### config.mk
export PLATFORM = sky130hd
export DESIGN_NAME = kernel_stream_seq
export DESIGN_NICKNAME = d
export VERILOG_FILES = /design/src/rtl/kernel_stream_seq.sv
export SDC_FILE = /design/constraint.sdc
export NUM_CORES = 1
export LEC_CHECK = 0
export BUFFER_PORTS_ARGS = -buffer_cell sky130_fd_sc_hd__buf_2
export CORE_MARGIN = 3
export CORE_UTILIZATION = 30
export DETAILED_ROUTE_END_ITERATION = 10
export GPL_TIMING_DRIVEN = 0
export PLACE_DENSITY = 0.62
export SYNTH_ARGS = -nofsm -noshare
export SYNTH_HDL_FRONTEND = slang
export SYNTH_SLANG_ARGS = --single-unit
export TNS_END_PERCENT = 100
### constraint.sdc
create_clock -name clk -period 7.7 [get_ports clk]
set_input_delay 1.155 -clock clk [delete_from_list [all_inputs] [get_ports clk]]
set_output_delay 1.155 -clock clk [all_outputs]
set_load 0.02 [all_outputs]
### src/rtl/kernel_stream_seq.sv
// kernel_stream_seq: sequences a fixed-length run of items from an upstream
// stream through a pipelined kernel and on to a downstream stream. It gates
// both kernel handshakes and bounds the number of items inside the kernel.
//
// state  | meaning
// -------+---------------------------------------------------------------
// IDLE   | waiting for start; counters hold the results of the last run
// RUN    | issuing items into the kernel and retiring results
// DRAIN  | every item issued; retiring the remaining kernel results
// DONE   | one-cycle completion pulse, then back to IDLE
module kernel_stream_seq #(
    parameter int STREAMW   = 32,
    parameter int CNTW      = 16,
    parameter int MAXFLIGHT = 8
) (
    input  logic               clk,
    input  logic               rst,
    input  logic               start,
    input  logic [CNTW-1:0]    nitems,
    output logic               busy,
    output logic               done,
    input  logic               src_valid,
    output logic               src_ready,
    input  logic [STREAMW-1:0] src_data,
    output logic               k_ivalid,
    input  logic               k_iready,
    output logic [STREAMW-1:0] k_in,
    input  logic               k_ovalid,
    output logic               k_oready,
    input  logic [STREAMW-1:0] k_out,
    output logic               dst_valid,
    input  logic               dst_ready,
    output logic [STREAMW-1:0] dst_data,
    output logic [CNTW-1:0]    in_count,
    output logic [CNTW-1:0]    out_count
);

    typedef enum logic [1:0] {
        ST_IDLE  = 2'd0,
        ST_RUN   = 2'd1,
        ST_DRAIN = 2'd2,
        ST_DONE  = 2'd3
    } state_t;

    localparam logic [CNTW-1:0] MAXF = CNTW'(MAXFLIGHT);
    localparam logic [CNTW-1:0] ONE  = CNTW'(1);
    localparam logic [CNTW-1:0] ZERO = '0;

    state_t          state_q, state_d;
    logic [CNTW-1:0] nitems_q, nitems_d;
    logic [CNTW-1:0] in_count_q, in_count_d;
    logic [CNTW-1:0] out_count_q, out_count_d;
    logic [CNTW-1:0] inflight_q, inflight_d;

    logic            g_in;
    logic            g_out;
    logic            in_hs;
    logic            out_hs;
    logic            in_last;
    logic            out_last;
    logic [CNTW-1:0] in_count_inc;
    logic [CNTW-1:0] out_count_inc;

    // Handshake gating between the streams and the kernel; purely combinational.
    always_comb begin
        g_in  = (state_q == ST_RUN) && (in_count_q < nitems_q) && (inflight_q < MAXF);
        g_out = ((state_q == ST_RUN) || (state_q == ST_DRAIN)) && (inflight_q != ZERO);

        k_ivalid  = src_valid & g_in;
        src_ready = k_iready & g_in;
        k_in      = src_data;

        dst_valid = k_ovalid & g_out;
        k_oready  = dst_ready & g_out;
        dst_data  = k_out;

        in_hs  = k_ivalid & k_iready;
        out_hs = dst_valid & dst_ready;

        in_count_inc  = in_count_q + ONE;
        out_count_inc = out_count_q + ONE;
        in_last       = in_hs && (in_count_inc == nitems_q);
        out_last      = out_hs && (out_count_inc == nitems_q);
    end

    // Next-state, counter and in-flight bookkeeping.
    always_comb begin
        state_d     = state_q;
        nitems_d    = nitems_q;
        in_count_d  = in_count_q;
        out_count_d = out_count_q;
        inflight_d  = inflight_q;

        case (state_q)
            ST_IDLE: begin
                if (start) begin
                    nitems_d    = nitems;
                    in_count_d  = ZERO;
                    out_count_d = ZERO;
                    inflight_d  = ZERO;
                    state_d     = (nitems == ZERO) ? ST_DONE : ST_RUN;
                end
            end
            ST_RUN, ST_DRAIN: begin
                if (in_hs) begin
                    in_count_d = in_count_inc;
                end
                if (out_hs) begin
                    out_count_d = out_count_inc;
                end
                // Simultaneous issue and retire cancel out.
                if (in_hs && !out_hs) begin
                    inflight_d = inflight_q + ONE;
                end else if (!in_hs && out_hs) begin
                    inflight_d = inflight_q - ONE;
                end

                // Final retire can only coincide with final issue while in RUN,
                // in which case DRAIN is skipped.
                if (out_last) begin
                    state_d = ST_DONE;
                end else if ((state_q == ST_RUN) && in_last) begin
                    state_d = ST_DRAIN;
                end
            end
            ST_DONE: begin
                state_d = ST_IDLE;
            end
            default: begin
                state_d = ST_IDLE;
            end
        endcase
    end

    // State and counter registers with asynchronous active-low reset.
    always_ff @(posedge clk or negedge rst) begin
        if (!rst) begin
            state_q     <= ST_IDLE;
            nitems_q    <= '0;
            in_count_q  <= '0;
            out_count_q <= '0;
            inflight_q  <= '0;
        end else begin
            state_q     <= state_d;
            nitems_q    <= nitems_d;
            in_count_q  <= in_count_d;
            out_count_q <= out_count_d;
            inflight_q  <= inflight_d;
        end
    end

    // Status outputs decoded from registered state.
    always_comb begin
        busy      = (state_q == ST_RUN) || (state_q == ST_DRAIN);
        done      = (state_q == ST_DONE);
        in_count  = in_count_q;
        out_count = out_count_q;
    end

endmodule

# Word level (Yosys, flattened, before mapping)
# Index checks and enable logic that the tools add are counted.
[classes]
n_addsub = 4
multipliers = 0
n_div = 0
order_cmp = 2
eq_ne = 10
n_shift = 0
muxes = 13
bitwise_logic = 6
n_reduce_logical = 21
[ops]
columns = ["operator", "count"]
rows = [
  ["$pmux 16 s2", 3],
  ["$mux 16", 5],
  ["$add 16x1->16 const B", 3],
  ["$eq 16x16->1", 2],
  ["$logic_not 16->1", 1],
  ["$lt 16x16->1", 1],
  ["$lt 16x4->1 const B", 1],
  ["$reduce_bool 16->1", 1],
  ["$sub 16x1->16 const B", 1],
  ["$reduce_and 3->1", 3],
  ["$logic_and 1x1->1", 8],
  ["$mux 2", 4],
  ["$and 1x1->1", 6],
  ["$ne 2x2->1 const B", 3],
  ["$ne 3x3->1 const B", 2],
  ["$pmux 2 s3", 1],
  ["$eq 2x2->1 const B", 2],
  ["$reduce_and 2->1", 2],
  ["$eq 2x1->1 const B", 1],
  ["$logic_not 1->1", 2],
  ["$logic_not 2->1", 1],
  ["$reduce_bool 2->1", 1],
  ["$reduce_or 2->1", 1],
  ["$logic_or 1x1->1", 1],
]
[word_totals]
regBits = 66
latchBits = 0
ramBits = 0
romBits = 0
out_inout_bits = 102
word_cells = 61
n_memories = 0

# Depth between registers and ports, before layout
[depth]
word_depth = 10
ltp_mapped = 19
mapped_depth_nobuf = 18

# Worst setup path before layout
# OpenSTA, ideal clock, no wires.
[synth_timing]
path_kind = "reg-to-reg"
startpoint = "register in_count_q[13], in the netlist in_count[13]"
endpoint = "register inflight_q[15]"
arrival_time_ns = 3.865
path_slack_ns = 3.752
path_stages_with_launch = 18
path_cell_list = "dfrtp_1 -> ha_1 -> a211oi_1 -> nor2_1 -> nor4b_1 -> o211ai_1 -> nor3_1 -> ha_1 -> inv_1 -> ha_1 -> and3_1 -> a221oi_1 -> o2111a_1 -> o31ai_1 -> a21oi_1 -> xnor2_1 -> or3_1 -> o21ai_0"
[synth_between]
elab_chain_len = 9
word_cells_on_any_way = 12
classes_between = "1 x order compare; 1 x eq/ne; 2 x mux; 2 x bitwise; 6 x reduce/logical"
[synth_rtl]
columns = ["element", "line_no", "text"]
rows = [
  ["from (decl)", "51", "logic [CNTW-1:0] in_count_q, in_count_d;"],
  ["from (signal assigned)", "146", "in_count_q <= in_count_d;"],
  ["$lt 16x16->1 (*)", "66", "g_in = (state_q == ST_RUN) && (in_count_q < nitems_q) && (inflight_q < MAXF);"],
  ["$logic_and 1x1->1 (*) (2 in series)", "66", ""],
  ["$and 1x1->1 (*)", "69", "k_ivalid = src_valid & g_in;"],
  ["$and 1x1->1 (*)", "77", "in_hs = k_ivalid & k_iready;"],
  ["$logic_not 1->1", "114", "end else if (!in_hs && out_hs) begin"],
  ["$logic_and 1x1->1", "114", ""],
  ["$ne 3x3->1 (no source line)", "n/a", ""],
  ["$reduce_and 3->1 (no source line)", "n/a", ""],
  ["to (signal assigned)", "148", "inflight_q <= inflight_d;"],
  ["to (decl)", "53", "logic [CNTW-1:0] inflight_q, inflight_d;"],
]
# Mark *: on every way between the ends. The rest lies on a longest branch, timed or not.
# A chain may end at the register's enable or synchronous reset.

# Worst setup path in the final report
[layout_timing]
startpoint = "register inflight_q[7]"
endpoint = "register inflight_q[15]"
[layout_between]
elab_chain_len = 8
word_cells_on_any_way = 19
classes_between = "2 x add/sub; 1 x order compare; 1 x eq/ne; 3 x mux; 4 x bitwise; 8 x reduce/logical"
[layout_rtl]
columns = ["element", "line_no"]
rows = [
  ["$lt 16x4->1 or $reduce_bool 16->1 (tied branches)", "66, 67"],
  ["$logic_and 1x1->1, on equally long branches", "66, 67"],
  ["$and 1x1->1, on equally long branches", "69, 73"],
  ["$and 1x1->1, on equally long branches", "77, 78"],
  ["$logic_not 1->1, on equally long branches", "114, 112"],
  ["$logic_and 1x1->1, on equally long branches", "114, 112"],
  ["$ne 3x3->1 (no source line) or $mux 16 (tied branches)", "n/a"],
  ["$reduce_and 3->1 (no source line) or $pmux 16 s2 (tied branches)", "n/a"],
]
# Several ways; a longest one is shown, not always the timed one. The select of a mux whose other input is x is not followed.

==> run_results.csv <==
group,metric,value,unit
outcome,outcome,"complete, no violations",
synth,yosys-top-cells-count,"nand2_1, buf_4, dfrtp_1, o21ai_0, ha_1",
timing,maxSlewHeadroom,37.1,%
cells_and_area,fin_nets,975,
floorplan,die_area,21600,um2
global_routing,grt_overflow_total,0,
synth,synth_edf_count,0,
synth,synthAdderAreaFrac,8.31,%
synth,yosysSeqAreaShare,27.7,%
placed_design,routabilityCongestion,0.891,
clock_network,ctsHoldBuffers,0,
clock_network,cts.clk_slew.worst_paths,50,ps
routing,drt_first_pass_iters,5,
synth,synth_area_leader_cell,"dfrtp_1",
global_routing,grt_first_pass_wirelength,28600,um
critical_path,crit_chain,"nor4_1 > nand4_1 > o41ai_1 > nor2_1 > inv_1 > ha_1 > inv_1 > ha_1 > and3_1 > a221oi_1 > o2111a_1 > o31ai_1 > a21oi_1 > xnor2_1 > or3_1 > o21ai_0",
timing,period_minus_slack,5050,ps
synth,synth_flop_cell,"dfrtp_1",
timing,finClkSkew,9.21,ps
flow_run,maxCapViolCount,0,
synth,syn_area,5970,um2
critical_path,cp-end-kind,"flip-flop",
routing,routedWlPerCell,16.1,um
global_routing,grt_max_degree,67,
critical_path,critPathMaxStageDelay,660,ps
floorplan,num_rows,50,
synth,synth_mux_area_share,3.61,%
floorplan,fp.dieH,147,um
synth,synth_top_area_share,27.7,%
routing,maxUsedRoutingLayer,"met4",
pwr,powerDensity,363,nW/um2
placed_design,place_hpwl,14000,um
routing,via_per_inst,5.08,
routing,vias,5659,
synth,syn_area_per_cell,8.36,um2
synth,synthCells,714,
critical_path,critPathTopFamily,"simple AND/OR/NAND/NOR gates",
global_routing,gr-usage-all-layers,16.3,%
synth,synth_area_leaders,"dfrtp_1, buf_4, ha_1",
floorplan,ios,189,
critical_path,path_class,"flip-flop to flip-flop",
timing,finalSetupViolations,0,
clock_network,post-cts-setup-buffer-count,0,
placed_design,portBuffers,124,
cells_and_area,final_area,7220,um2
timing,worst_pin_slew,939,ps
critical_path,cp_slowest_cell,"o41ai_1",
synth,synth_nets,840,
synth,synth_compound_area_share,19.7,%
synth,synth_cell_types,73,
critical_path,critPathBufInv,2,
clock_network,clockBufferDepth,2,
clock_network,cts_resized,0,
clock_network,numClockSinks,66,
timing,period_share,65.6,%
synth,synth_top_family_by_area,"simple AND/OR/NAND/NOR gates",
routing,met3_length,1040,um
clock_network,cts_tree,"done",
floorplan,initial_core_util,31.2,%
timing,final_max_slew_viol_count,0,
floorplan,die_x,147,um
cells_and_area,syn_to_final_growth,21.0,%
synth,synthXorXnorAreaFrac,6.75,%
routing,wl_met1,8440,um
floorplan,fp.coreArea,19100,um2
critical_path,worstPathMaxFanout,16,
critical_path,required,7960,ps
cells_and_area,diodes,0,
routing,drc,0,
cells_and_area,drive_above_1_share,29.5,%
clock_network,cts-root-buf,"clkbuf_16",
timing,finalHoldViolations,0,
global_routing,grt_pass1_vias,5239,
synth,yosysMostFrequentCell,"nand2_1",
pwr,total_power,2.62,mW
cells_and_area,utilization,37.7,%
routing,drtAntennaViolNets,0,
critical_path,cp.arrival,5310,ps
pwr,p_leak,3.41,nW
pwr,peakVddDrop,0.222,mV
routing,routed_wl,18000,um
clock_network,clkLatencyLatePin,340,ps
clock_network,numCtsBuffers,9,
global_routing,antenna_found_initial,0,
critical_path,start_kind,"flip-flop",
synth,synth-simple-area-share,20.8,%
synth,ys_ff_latch,66,
min_path,hold_class,"flip-flop to flip-flop",
timing,setup-tns-final,0,ps
clock_network,htreeDepth,3,
routing,drt_iter0_markers,408,
timing,rsz0062_at_grt,"false",
synth,async_flop_share,100,%
timing,clock.fmax,0.198,GHz
placed_design,placed_cell_area,6910,um2
routing,wl_met2,8270,um
synth,yosysWarnings,0,
## where the power goes
group	internal [mW]	leakage (nW)	switching (mW)	total, mW
Sequential	0.477	0.835	0.168	0.645
Clock	0.268	0.145	0.163	0.431
Combinational	0.611	2.43	0.932	1.54
## logic make-up (layout without fill, tap and decap cells)
family | count (synthesis) | count (layout)
adders and majority gates | 39 | 39
and+or+nand+nor | 235 | 235
muxes | 19 | 19
buffers and inverters | 132 | 272
xor gates and xnor gates | 46 | 46
DFF | 66 | 66
AOI/OAI and AO/OA | 177 | 177
## final cells by class
cell class	count	area [um2]
buffer	101	667
inverter	31	116
sequential	66	1650
clock inverter	4	50.0
multi-input combinational	516	3530
tap	260	325
timing repair buffer	124	623
fill	2017	11900
clock buffer	12	256
## cells in the final DEF (no fill, tap or decap), types with 7 or more instances in the layout
cell	Yosys	final
and3_1	7	7
nand3_1	22	22
a21oi_1	33	33
buf_4	66	67
xnor2_1	24	24
nand2_1	72	72
nand4_1	19	19
nor2b_1	7	7
clkbuf_16	0	9
a21o_1	15	15
nor4_1	10	10
mux2_2	16	16
inv_1	30	30
a22o_1	11	11
clkbuf_1	20	21
o31ai_1	18	18
nor3_1	19	19
buf_2	11	134
dfrtp_1	66	66
xor2_1	22	22
ha_1	38	38
o21ai_0	49	49
nor2_1	33	33
## final timing paths
path	endpoint	slack, ps	depth (start not counted)	start
setup / recovery	inflight_q[15]	2650	16	inflight_q[7]
hold / removal	inflight_q[14]	520	2	inflight_q[14]
setup reg to reg	inflight_q[15]	2650	16	inflight_q[7]
hold reg to reg	inflight_q[14]	520	2	inflight_q[14]
max in group asynchronous	nitems_q[6]	6180	1	rst
min in group asynchronous	inflight_q[6]	930	1	rst
## worst reg2reg max path, delay by kind of cell (launching register included)
family	cells	cell delay, ps
xor gates and xnor gates	1	90
adders and majority gates	2	730
and+or+nand+nor	5	1620
DFF	1	400
buffers and inverters	2	550
AOI/OAI and AO/OA	6	1580
## flip-flops by register name, summed over array words and instances, names as in the netlist
| signal | count |
|---|---|
| in_count | 16 |
| inflight_q | 16 |
| nitems_q | 16 |
| out_count | 16 |
| state_q | 2 |
## through the flow
step	instances	hold slack, ps	setup slack [ps]
6_report	1114	522	2650
5_1_grt	1114	545	1970
4_1_cts	1114	521	2660
3_5_place_dp	1098	509	2660
3_3_place_gp	1098	499	2660
2_1_floorplan	714	478	3750
## per-layer routing
| layer | track usage (%) | vias up |
|---|---|---|
| met5 | 0 | - |
| met4 | 4.05 | 0 |
| met3 | 2.78 | 16 |
| met2 | 26.1 | 170 |
| met1 | 22.9 | 2681 |
| li1 | - | 2792 |
Note: power is estimated with default switching activity, not from simulation.
